`config.mk`:
```
export PLATFORM = sky130hd
export DESIGN_NAME = cpu_controller
export DESIGN_NICKNAME = d
export VERILOG_FILES = /design/src/rtl/cpu_controller.sv
export SDC_FILE = /design/constraint.sdc
export NUM_CORES = 1
export LEC_CHECK = 0
export BUFFER_PORTS_ARGS = -buffer_cell sky130_fd_sc_hd__buf_2
export CORE_AREA = 2 2 39 41
export DETAILED_ROUTE_END_ITERATION = 7
export DIE_AREA = 0 0 41 43
export GPL_TIMING_DRIVEN = 0
export PLACE_DENSITY_LB_ADDON = 0.15
export SYNTH_ARGS = -nofsm -noshare
export SYNTH_HDL_FRONTEND = slang
export SYNTH_SLANG_ARGS = --single-unit
export TNS_END_PERCENT = 30
```
`constraint.sdc`:
```
create_clock -name clk -period 1.1 [get_ports clk]
set_input_delay 0.055 -clock clk [delete_from_list [all_inputs] [get_ports clk]]
set_output_delay 0.055 -clock clk [all_outputs]
set_load 0.01 [all_outputs]
```
`src/rtl/cpu_controller.sv`:
```
// cpu_controller -- instruction sequencer for the 8-bit RISC CPU.
//
// Steps through a fixed eight-phase fetch/execute cycle and decodes the
// current opcode and the ALU zero flag into memory, register-load and PC
// strobes. A HLT seen in phase 4 freezes the machine (phase held at 5,
// all strobes low, halt high) until rst.
//
// Optional feature macro: CTRL_PERF_EN -- adds the instr_cnt port and a
// retired-instruction counter of width CNT_W.
//
// Ports:
//   clk        in   system clock, posedge
//   rst        in   asynchronous active-high reset
//   opcode     in   current IR opcode (opcode_t)
//   zero       in   accumulator-zero flag
//   phase      out  current phase 0..7
//   mem_rd     out  memory read enable
//   load_ir    out  load instruction register
//   inc_pc     out  increment program counter
//   load_pc    out  load PC from operand address
//   load_ac    out  load accumulator from ALU
//   mem_wr     out  memory write enable
//   halt       out  CPU halted, sticky until rst
//   instr_cnt  out  retired-instruction count (CTRL_PERF_EN only)

package cpu_controller_pkg;
   typedef enum logic [2:0] {
      OP_HLT = 3'd0,
      OP_SKZ = 3'd1,
      OP_ADD = 3'd2,
      OP_AND = 3'd3,
      OP_XOR = 3'd4,
      OP_LDA = 3'd5,
      OP_STO = 3'd6,
      OP_JMP = 3'd7
   } opcode_t;
endpackage

module cpu_controller
   import cpu_controller_pkg::*;
#(
   parameter int unsigned CNT_W = 16
) (
   input  logic             clk,
   input  logic             rst,
   input  opcode_t          opcode,
   input  logic             zero,
   output logic [2:0]       phase,
   output logic             mem_rd,
   output logic             load_ir,
   output logic             inc_pc,
   output logic             load_pc,
   output logic             load_ac,
   output logic             mem_wr,
   output logic             halt
`ifdef CTRL_PERF_EN
   ,
   output logic [CNT_W-1:0] instr_cnt
`endif
);

   typedef enum logic [2:0] {
      PH_INST_ADDR  = 3'd0,
      PH_INST_FETCH = 3'd1,
      PH_INST_LOAD  = 3'd2,
      PH_IDLE       = 3'd3,
      PH_OP_ADDR    = 3'd4,
      PH_OP_FETCH   = 3'd5,
      PH_ALU_OP     = 3'd6,
      PH_STORE      = 3'd7
   } phase_t;

   typedef enum logic {
      ST_RUN    = 1'b0,
      ST_HALTED = 1'b1
   } state_t;

   phase_t r_phase;
   phase_t w_phase_nxt;
   state_t r_state;
   state_t w_state_nxt;
   logic   w_aluop;

   assign w_aluop = (opcode == OP_ADD) || (opcode == OP_AND) ||
                    (opcode == OP_XOR) || (opcode == OP_LDA);

   always_ff @(posedge clk or posedge rst) begin
      if (rst) begin
         r_phase <= PH_INST_ADDR;
         r_state <= ST_RUN;
      end else begin
         r_phase <= w_phase_nxt;
         r_state <= w_state_nxt;
      end
   end

   always_comb begin
      w_phase_nxt = r_phase;
      w_state_nxt = r_state;
      mem_rd      = 1'b0;
      load_ir     = 1'b0;
      inc_pc      = 1'b0;
      load_pc     = 1'b0;
      load_ac     = 1'b0;
      mem_wr      = 1'b0;

      unique case (r_state)
         ST_RUN: begin
            w_phase_nxt = phase_t'(r_phase + 3'd1);
            // HLT advances to phase 5 on the same edge, which is then held.
            if (r_phase == PH_OP_ADDR && opcode == OP_HLT)
               w_state_nxt = ST_HALTED;

            unique case (r_phase)
               PH_INST_ADDR: ;
               PH_INST_FETCH: mem_rd = 1'b1;
               PH_INST_LOAD, PH_IDLE: begin
                  mem_rd  = 1'b1;
                  load_ir = 1'b1;
               end
               PH_OP_ADDR: inc_pc = (opcode != OP_HLT);
               PH_OP_FETCH: mem_rd = w_aluop;
               PH_ALU_OP: begin
                  mem_rd  = w_aluop;
                  inc_pc  = (opcode == OP_SKZ) && zero;
                  load_pc = (opcode == OP_JMP);
               end
               PH_STORE: begin
                  mem_rd  = w_aluop;
                  load_ac = w_aluop;
                  load_pc = (opcode == OP_JMP);
                  mem_wr  = (opcode == OP_STO);
               end
            endcase
         end
         ST_HALTED: ;
      endcase
   end

   assign phase = r_phase;
   assign halt  = (r_state == ST_HALTED);

`ifdef CTRL_PERF_EN
   logic [CNT_W-1:0] r_instr_cnt;

   always_ff @(posedge clk or posedge rst) begin
      if (rst)
         r_instr_cnt <= '0;
      else if (r_state == ST_RUN && r_phase == PH_STORE)
         r_instr_cnt <= r_instr_cnt + 1'b1;
   end

   assign instr_cnt = r_instr_cnt;
`endif

endmodule

```
==> impl_results.md, run 1 <==
* Worst min path class: in2reg
* Clock Latency Late Sink at between 200 and 250 ps
* Slowest-stage cell, CP: dfrtp_2
* Routed Antenna Nets at 0
* Synth Cell Area at around 330 sq um
* Post-Route Setup TNS at -2114 ps
* Synth area leader: dfrtp_1
* Num CTS Buffers at 3
* R2r endpoint: phase[1]
* Static Leak at roughly 0.25 nW
* Vias per inst at ~4.4
* Initial antenna violation count at 0
* Hold Path End: halt
* Die Footprint at between 1500 and 2000 sq um
* Clk sinks at 4
* Status: finished, violations left
* Critical path arrival at between 1500 and 2000 ps
* Post-synthesis sequential area ratio at between 30% and 40%
* Synth cell count leaders: ha_1, inv_1, dfrtp_1
* CTS clk-pin slew, worst paths at approximately 40 ps
* Reg2Reg Launch Point: phase[0]
* Critical path's most frequent cell: ha_4
* Post-route insts no fill at 74
* Max_cap viols at 0
* Synth top area share at 30.08%
* Hold path depth at 4
* Hold Fails Final Rpt at 0
* R2R depth at 3
* Synth warnings at 0
* Critical path required time at between 1000 and 1500 ps
* Fraction of layout cells with a size suffix above 1 at 55.17%
* Die H at 43 um
* CP Class: reg2out
* Worst hold start: opcode[0]
* Worst Setup End Kind: output pin
* Final setup margin at -474.6 ps
* Syn_nets at between 40 and 50
* Power per Cell Area at 695.6 nW/um^2
* Ant diodes at 0
* Clk root buf: clkbuf_4
* Top_reg_cell synth: dfrtp_1
* I/O pins at 16
* # nets final at 71
* Gr usage total at about a tenth
* Initial Utilization at about a quarter
* Slew HR at between 70% and 80%
* Fin util at ~39%
* Distinct cells, synth at 16
* Final number of max-transition violations at 0
* Max H-tree Level at 1
* EDFF count, synth at 0
* Failing checks: negative setup slack
* Gpl congestion at 0.5616
* # fillers at 155
* Largest net degree at the start of global routing at 8
* Remaining DRCs at 0
* Vias in the first global route at 309
* Async S/R FF share, synth at 100.0%
* Syn-to-layout area delta at 60.90%
* CTS tree: built
* Core ar. at roughly 1400 sq um
* Placed insts at 67
* Startpoint types: register
* Rows at 14
* Yosys reg bits at 4
* Final setup violation count at 8
* Fmax achieved at ~0.64 GHz
* Clock skew at about 4.2 ps
* DP Worst Slack at -294.9 ps
* RSZ-0062 raised after global routing: true
* First-pass GRT wire length at between 1 and 1.5 mm
* Synth Instances at 36
* Drt pass-1 iters at 1
* Crit path max fanout at 5
* Final period util at 143.1%
* Chip Width at ~41 um
* CP Cell Sequence: ha_4 > ha_4 > nor3b_4 > a211o_1 > buf_2
* Min cycle time layout at roughly 1600 ps
* Initial drt markers at 0
* Detailed-route wire length at roughly 770 um
* Synth top area cells: dfrtp_1, ha_1, inv_1
* Total Power at 0.3725 mW
* Avg WL per Cell at 10.45 um
* Worst-margin pin slew at 343.6 ps
* VDD IR max at about 450 uV
* Gr ovfl total at 0
* Critical Path Max Stage Delay at between 400 and 500 ps
* Most frequent cell after synthesis: ha_1
* DP Wirelength at between 600 and 700 um
* IO buf count at 15
* Vias at 325
* Mean area per synthesized cell at ~9.2 sq um
* Register-to-Register Setup Slack at -50 ps
* Max clock buf depth at 2
[worst max-delay path by stage]
stage             start      to  slack [ps]  cells after the start
2_1_floorplan  phase[0]  mem_rd        -150                      4
3_3_place_gp   phase[0]  mem_rd        -290                      6
3_5_place_dp   phase[0]  mem_rd        -290                      6
4_1_cts        phase[1]  mem_rd        -500                      5
5_1_grt        phase[1]  mem_rd        -540                      5
6_report       phase[1]  mem_rd        -470                      5
[area by class of cell]
cell class / count / area [sq um] / area share, %
multi-input cells: 27 / 266.5 / 49.77
flip-flops and latches: 4 / 103.9 / 19.39
repair buffers: 18 / 100.1 / 18.69
clock buffers: 4 / 26.28 / 4.907
well taps: 16 / 20.02 / 3.738
inverters: 5 / 18.77 / 3.505
[per-layer routing]
layer | part of all wire [%] | vias up | wire (um) | GRT usage [%]
met3 | 5.3 | 0 | 41 | 1.571
met2 | 52 | 10 | 403 | 16.25
met4 | 0 | 0 | 0 | 8.000
met5 | 0 | - | 0 | 0
li1 | - | 168 | - | -
met1 | 42 | 147 | 328 | 11.07
[power by group]
group	switching, mW	internal, mW
combinational	0.0147	0.0129
clock	0.0608	0.136
sequential	0	0.148
[critical path: cells and delay by family, from the launching register on]
family,cells,cell delay (ps)
flops,1,440
buf+inv,1,140
fa+ha+maj,2,340
compound gates,1,230
simple gates,1,140
[layout by cell type (no fill, tap or decap)]
cell / netlist / routed
dfrtp_2: 0 / 3
buf_4: 0 / 2
a211o_1: 1 / 1
nor3b_4: 0 / 1
mux2_2: 1 / 1
dlygate4sd3_1: 0 / 1
a211oi_1: 1 / 1
clkbuf_4: 0 / 3
nor2_1: 3 / 3
a21oi_2: 0 / 1
inv_1: 5 / 3
nand2_1: 1 / 1
xnor2_1: 2 / 2
nor3b_1: 2 / 1
inv_2: 0 / 2
a31oi_1: 1 / 1
nand3_1: 3 / 3
a21oi_1: 2 / 1
dfrtp_1: 4 / 1
ha_1: 6 / 3
clkbuf_1: 0 / 1
nor3b_2: 1 / 1
ha_4: 0 / 3
nor3_1: 2 / 2
buf_2: 0 / 15
mux2i_1: 1 / 1
[logic make-up after synthesis]
| logic type | Yosys count | synth area share (%) |
|---|---|---|
| AO/OA/AOI/OAI | 5 | 9.777 |
| buffers and inverters | 5 | 5.640 |
| flip-flops | 4 | 30.08 |
| XOR/XNOR | 2 | 5.264 |
| multiplexers | 2 | 6.391 |
| adder cells (fa/ha/maj) | 6 | 22.56 |
| AND/OR/NAND/NOR | 12 | 20.30 |
[registers in the layout, summed over array words and instances (netlist names)]
signal,flops
phase,3
halt,1
[through the flow]
stage	hold slack [ps]	area, sq um
CTS	156.3	535.5
global route	186.5	535.5
global placement	-54.59	469.2
detailed placement	-61.76	469.2
floorplan	-179.1	374.1
finish	154.4	535.5
[what timing repair did]
item	4_1_cts	5_1_grt
setup buffers	2	0
endpoints found under the setup margin	8	8
pin swaps	2	0
resized for setup	5	0
hold endpoints to repair	4	0
hold buffers	1	0
Power figures use the tool's default switching activity.
==> run 2: changes to the inputs <==
--- a/config.mk
+++ b/config.mk
@@ -7,6 +7,7 @@
 export LEC_CHECK = 0
 export BUFFER_PORTS_ARGS = -buffer_cell sky130_fd_sc_hd__buf_2
 export CORE_AREA = 2 2 39 41
+export CTS_CLUSTER_SIZE = 10
 export DETAILED_ROUTE_END_ITERATION = 7
 export DIE_AREA = 0 0 41 43
 export GPL_TIMING_DRIVEN = 0
==> constraint.sdc (replaced) <==
create_clock -name clk -period 1.49 [get_ports clk]
set_input_delay 0.0745 -clock clk [delete_from_list [all_inputs] [get_ports clk]]
set_output_delay 0.0745 -clock clk [all_outputs]
set_load 0.01 [all_outputs]
==> run 2 against run 1 <==
  * The run still ends with negative setup slack left
  * Power down 30%
  * Core utilization up 3.4 points
  * Cell count up 4.1%
  * Setup slack better by 390 ps
  * Critical path type unchanged
  * Largest power group unchanged
==> impl_results.md, run 2 (synthesis gave the netlist of run 1 again) <==
* Status: finished, violations left
* Failing checks: negative setup slack
* Register-to-Register Setup Slack at 170 ps (+220 ps)
* Max clock buf depth at 2 (unchanged)
* Largest net degree at the start of global routing at 8 (unchanged)
* Critical Path Max Stage Delay at 430 ps (about the same)
* Die Footprint at 1763 sq um (unchanged)
* CP Cell Sequence: ha_4 > ha_4 > nor3b_2 > a211o_1 > buf_2
* Min cycle time layout at 1571 ps
* CTS tree: built
* Clock Latency Late Sink at 230 ps (about the same)
* Vias at 342 (+5.2%)
* Gpl congestion at 0.5962 (+6.2%)
* Num CTS Buffers at 3 (unchanged)
* Startpoint types: register
* Die H at 43 um (unchanged)
* Worst Setup End Kind: output pin
* RSZ-0062 raised after global routing: true
* Detailed-route wire length at 805 um (+4.1%)
* DP Wirelength at 579.8 um (-6.8%)
* Slowest-stage cell, CP: dfrtp_2
* Initial antenna violation count at 0 (unchanged)
* Fmax achieved at 0.6367 GHz
* First-pass GRT wire length at 1.200 mm (-0.58%)
* Hold Fails Final Rpt at 0 (unchanged)
* CP Class: reg2out
* Avg WL per Cell at 10.45 um (about the same)
* Ant diodes at 0 (unchanged)
* Routed Antenna Nets at 0 (unchanged)
* Chip Width at 41 um (unchanged)
* Power share of the clock group at 50.8% (-2.1 points)
* Max H-tree Level at 1 (unchanged)
* Clk root buf: clkbuf_4
* Sw Share at 20.32% (+0.040 points)
* Int Pwr at 0.2086 mW (-30%)
* Vias per inst at 4.442 (+1.1%)
* Post-route insts no fill at 77 (+4.1%)
* Drt pass-1 iters at 2 (+1)
* Critical path arrival at 1500 ps (-20 ps)
* Max reg flops at 3 (unchanged)
* # nets final at 75 (+5.6%)
* Final setup margin at -80.54 ps (+394.0 ps)
* Critical path required time at 1420 ps (+380 ps)
* Gr ovfl total at 0 (unchanged)
* Vias in the first global route at 300 (-2.9%)
* Post-Route Setup TNS at -90.98 ps (+2023 ps)
* Final period util at 105.4%
* Remaining DRCs at 0 (unchanged)
* Final number of max-transition violations at 0 (unchanged)
* Most frequent cells in the layout: buf_2, inv_1, ha_4, buf_4
* Crit path max fanout at 3 (-2)
* Buf/Inv on CP at 1 (unchanged)
* Fraction of layout cells with a size suffix above 1 at 59.02% (+3.8 points)
* Clock skew at 4.368 ps (+0.1675 ps)
* I/O pins at 16 (unchanged)
* VDD IR max at 620.6 uV (+38%)
* Static Leak at 0.2696 nW (+7.0%)
* Syn-to-layout area delta at 75.19%
* Critical path's most frequent cell: ha_4
* Final setup violation count at 3 (-5)
* Gr usage total at 10.35% (+0.17 points)
* Initial drt markers at 2 (+2)
* Most common cell after layout, fill and taps aside: buf_2
* Power per Cell Area at 449.0 nW/um^2 (-35%)
* Comb power frac at 7.5% (about the same)
* Placed insts at 67 (unchanged)
* Max_cap viols at 0 (unchanged)
* Worst-margin pin slew at 277.9 ps (-65.66 ps)
* Worst min path class: in2reg
* Flop pwr share at 41.7% (+2.0 points)
* CP top delay family: flip-flops
* Slew HR at 81.34% (+4.4 points)
* IO buf count at 15 (unchanged)
* Clk sinks at 4 (unchanged)
* Total Power at 0.2618 mW (-30%)
* Initial Utilization at 24.05% (unchanged)
* CTS clk-pin slew, worst paths at 30 ps (about the same)
* Rows at 14 (unchanged)
* Core ar. at 1384 sq um (unchanged)
* NetSw at 0.05320 mW (-30%)
-- run 2: cell count changes in the layout (fill, tap and decap cells not counted), moves of 2 or more --
cell / change
buf_4: +2
buf_6: +2
ha_1: -2
inv_2: -2
-- run 2: metrics by stage --
| stage | hold WS [ps] | setup WS (ps) | instance area, sq um | util (%) |
|---|---|---|---|---|
| 5_1_grt | 207.9 | -157.6 | 583.1 | 42.13 |
| 3_3_place_gp | -37.97 | -19.43 | 427.9 | 30.92 |
| 6_report | 198.3 | -80.54 | 583.1 | 42.13 |
| 2_1_floorplan | -159.4 | 63.29 | 332.8 | - |
| 4_1_cts | 194.4 | -89.97 | 583.1 | 42.13 |
| 3_5_place_dp | -42.64 | -43.15 | 427.9 | 30.92 |
-- run 2: worst register-to-register path, cell delays in order, from the launching register on --
cell     delay (ps)
dfrtp_1         410
buf_6           150
inv_4            50
buf_4            90
ha_2            250
mux2_2          250
-- run 2: area by class of cell --
class                   count  area, sq um
clock buffers               3        22.52
fillers                   140        800.8
inverters                   5        21.27
multi-input cells          27        279.0
flip-flops and latches      4        102.6
well taps                  16        20.02
repair buffers             22        137.6
-- run 2: timing repair --
action / 4_1_cts / 5_1_grt
hold buffers: 1 / 0
buffers inserted: 6 / 0
endpoints found under the setup margin: 5 / 4
resized for setup: 18 / 0
pin swaps: 5 / 0
endpoints found under the hold margin: 4 / 0
-- run 2: layer usage --
metal / wire (um) / vias up / GRT usage, %
met5: 0 / - / 0
met4: 0 / 0 / 2.000
met3: 64 / 0 / 6.283
met2: 393 / 13 / 15.00
met1: 347 / 156 / 12.90
li1: - / 173 / -
-- run 2: final timing paths --
| kind | end | startpoint | depth (start not counted) |
|---|---|---|---|
| max | mem_rd | phase[0] | 5 |
| min in group asynchronous | phase[1] | rst | 3 |
| max in group asynchronous | phase[0] | rst | 3 |
| min | halt | opcode[0] | 4 |
| max reg2reg | phase[1] | phase[1] | 5 |
| min reg2reg | phase[0] | halt | 1 |
-- run 2: power groups by stage --
stage               combinational, mW  clock, mW  sequential, mW
detailed placement             0.0173          0           0.111
global placement               0.0176          0           0.111
finish                         0.0196      0.133           0.109
CTS                            0.0199      0.135           0.109
floorplan                     0.00710          0           0.111
global route                   0.0218      0.142           0.109
==> run 3: changes to the inputs <==
--- a/config.mk
+++ b/config.mk
@@ -12,6 +12,7 @@
 export DIE_AREA = 0 0 41 43
 export GPL_TIMING_DRIVEN = 0
 export PLACE_DENSITY_LB_ADDON = 0.15
+export SKIP_LAST_GASP = 1
 export SYNTH_ARGS = -nofsm -noshare
 export SYNTH_HDL_FRONTEND = slang
 export SYNTH_SLANG_ARGS = --single-unit
==> constraint.sdc (replaced) <==
create_clock -name clk -period 1.41 [get_ports clk]
set_input_delay 0.0705 -clock clk [delete_from_list [all_inputs] [get_ports clk]]
set_output_delay 0.0705 -clock clk [all_outputs]
set_load 0.01 [all_outputs]
==> run 3 against run 2 <==
  * The flow still finishes with violations (negative setup slack)
  * Global-route usage is 1.4 points higher
  * Wire length rose by 0.12%
  * Hold slack got worse by 18 ps
  * Core utilization did not move
  * Cell count unchanged
  * Flip-flop and latch count stayed put
  * Via count is 0.88% higher
  * Non-clock buffer count is 1 lower
  * Combinational power up 11%
  * Final area stayed put
  * Critical endpoint unchanged
  * Largest cell class unchanged
  * Highest routed layer unchanged
==> impl_results.md, run 3 (synthesis gave the netlist of run 1 again) <==
* Failing checks: negative setup slack
* Max_cap viols at 0 (unchanged)
* Worst Setup End Kind: output pin
* Critical path required time at 1340 ps (-80 ps)
* Total Power at 0.2912 mW (+11%)
* Max reg flops at 3 (unchanged)
* Critical path arrival at 1520 ps (+20 ps)
* Gr usage total at 11.71% (+1.4 points)
* Most frequent cells in the layout: buf_2, inv_1, ha_4
* Drt pass-1 iters at 4 (+2)
* Top Layer Used: met3
* Clock Latency Late Sink at 240 ps (about the same)
* Slowest-stage cell, CP: dfrtp_2
* I/O pins at 16 (unchanged)
* Fraction of layout cells with a size suffix above 1 at 55.74% (-3.3 points)
* Num CTS Buffers at 3 (unchanged)
* Remaining DRCs at 0 (unchanged)
* Most common cell after layout, fill and taps aside: buf_2
* Startpoint types: register
* Final period util at 112.5%
* DP Wirelength at 563.4 um (-2.8%)
* Final setup margin at -176.4 ps (-95.83 ps)
* Detailed-route wire length at 806 um (+0.12%)
* Routed Antenna Nets at 0 (unchanged)
* Met3 Routed Length at 56 um (-13%)
* Largest net degree at the start of global routing at 8 (unchanged)
* Initial Utilization at 24.05% (unchanged)
* First-pass GRT wire length at 1.359 mm (+13%)
* Hold Fails Final Rpt at 0 (unchanged)
* Crit path max fanout at 4 (+1)
* Syn-to-layout area delta at 75.19% (unchanged)
* Slew HR at 76.07% (-5.3 points)
* Die H at 43 um (unchanged)
* Initial drt markers at 2 (unchanged)
* Worst min path class: in2reg
* CTS tree: built
* Vias in the first global route at 337 (+12%)
* Max H-tree Level at 1 (unchanged)
* Vias per inst at 4.481 (+0.88%)
* Clk root buf: clkbuf_4
* Core ar. at 1384 sq um (unchanged)
* CP Cell Sequence: ha_4 > ha_4 > nor3b_4 > a211o_1 > buf_2
* Critical Path Max Stage Delay at 430 ps (about the same)
* Final number of max-transition violations at 0 (unchanged)
* Rows at 14 (unchanged)
* # nets final at 74 (-1.3%)
* IO buf count at 15 (unchanged)
* Ant diodes at 0 (unchanged)
* Status: finished, violations left
* Clock skew at 6.025 ps (+1.657 ps)
* Power per Cell Area at 499.4 nW/um^2 (+11%)
* Vias at 345 (+0.88%)
* Chip Width at 41 um (unchanged)
* Initial antenna violation count at 0 (unchanged)
* Final setup violation count at 5 (+2)
* Gr ovfl total at 0 (unchanged)
* Hold_ws at 180.3 ps (-17.95 ps)
* CP Class: reg2out
* Gpl congestion at 0.5989 (+0.45%)
* CTS clk-pin slew, worst paths at 40 ps (about the same)
* Buf/Inv on CP at 1 (unchanged)
* Fmax achieved at 0.6304 GHz
* Routed wl met2 at 414 um (+5.3%)
* Register-to-Register Setup Slack at 80 ps (-90 ps)
* CP top delay family: flip-flops
* Static Leak at 0.2766 nW (+2.6%)
* Die Footprint at 1763 sq um (unchanged)
* Worst-margin pin slew at 356.4 ps (+78.53 ps)
* M1 WL at 335 um (-3.5%)
* VDD IR max at 292.1 uV (-53%)
* Max clock buf depth at 2 (unchanged)
* # fillers at 153 (+9.3%)
* Min cycle time layout at 1586 ps
* RSZ-0062 raised after global routing: true
* Critical path's most frequent cell: ha_4
* Avg WL per Cell at 10.47 um (+0.12%)
* Clk sinks at 4 (unchanged)
## run 3: power breakdown
part           switching, mW  leakage, nW  internal (mW)
registers                  0       0.0473          0.115
logic                 0.0118        0.214        0.00994
clock network         0.0479       0.0150          0.106
total                 0.0596        0.277          0.232
## run 3: path summary, 6_finish.rpt
check,cells past startpoint,start,to
setup / recovery,5,phase[0],mem_rd
hold / removal,4,opcode[0],halt
setup reg to reg,5,phase[1],phase[1]
hold reg to reg,2,phase[0],phase[0]
max in group asynchronous,3,rst,phase[2]
min in group asynchronous,3,rst,phase[1]
## run 3: stage by stage
step	setup TNS (ps)	setup WS [ps]	util, %	cells	area [sq um]
6_report	-448.0	-176.4	42.13	77	583.1
4_1_cts	-529.1	-190.0	42.04	77	581.8
5_1_grt	-846.2	-249.9	42.13	77	583.1
3_5_place_dp	-88.22	-88.22	31.01	67	429.2
3_3_place_gp	-85.78	-85.78	31.01	67	429.2
2_1_floorplan	0	5.358	-	36	334.1
## run 3: final cells by class
type / count / area, sq um / area share, %
multi-input combinational: 27 / 282.8 / 48.50
timing repair buffer: 21 / 130.1 / 22.32
sequential: 4 / 102.6 / 17.60
clock buffer: 4 / 26.28 / 4.506
inverter: 5 / 21.27 / 3.648
tap: 16 / 20.02 / 3.433
## run 3: layer usage
layer | vias up | track usage [%]
met3 | 0 | 1.571
met5 | - | 0
met2 | 12 | 17.81
li1 | 174 | -
met4 | 0 | 10.00
met1 | 159 | 13.40
## run 3: tightest hold or removal path: stages
cell and delay, ps:
buf_2 100, nor3_1 50, nand3_1 80, nand2_1 60
## run 3: repair_timing
action | 4_1_cts | 5_1_grt
hold buffers | 1 | 0
hold endpoints to repair | 4 | 0
resized for setup | 16 | 1
pin swaps | 5 | 0
buffers inserted | 5 | 0
gates cloned | 0 | 0
endpoints found under the setup margin | 6 | 6
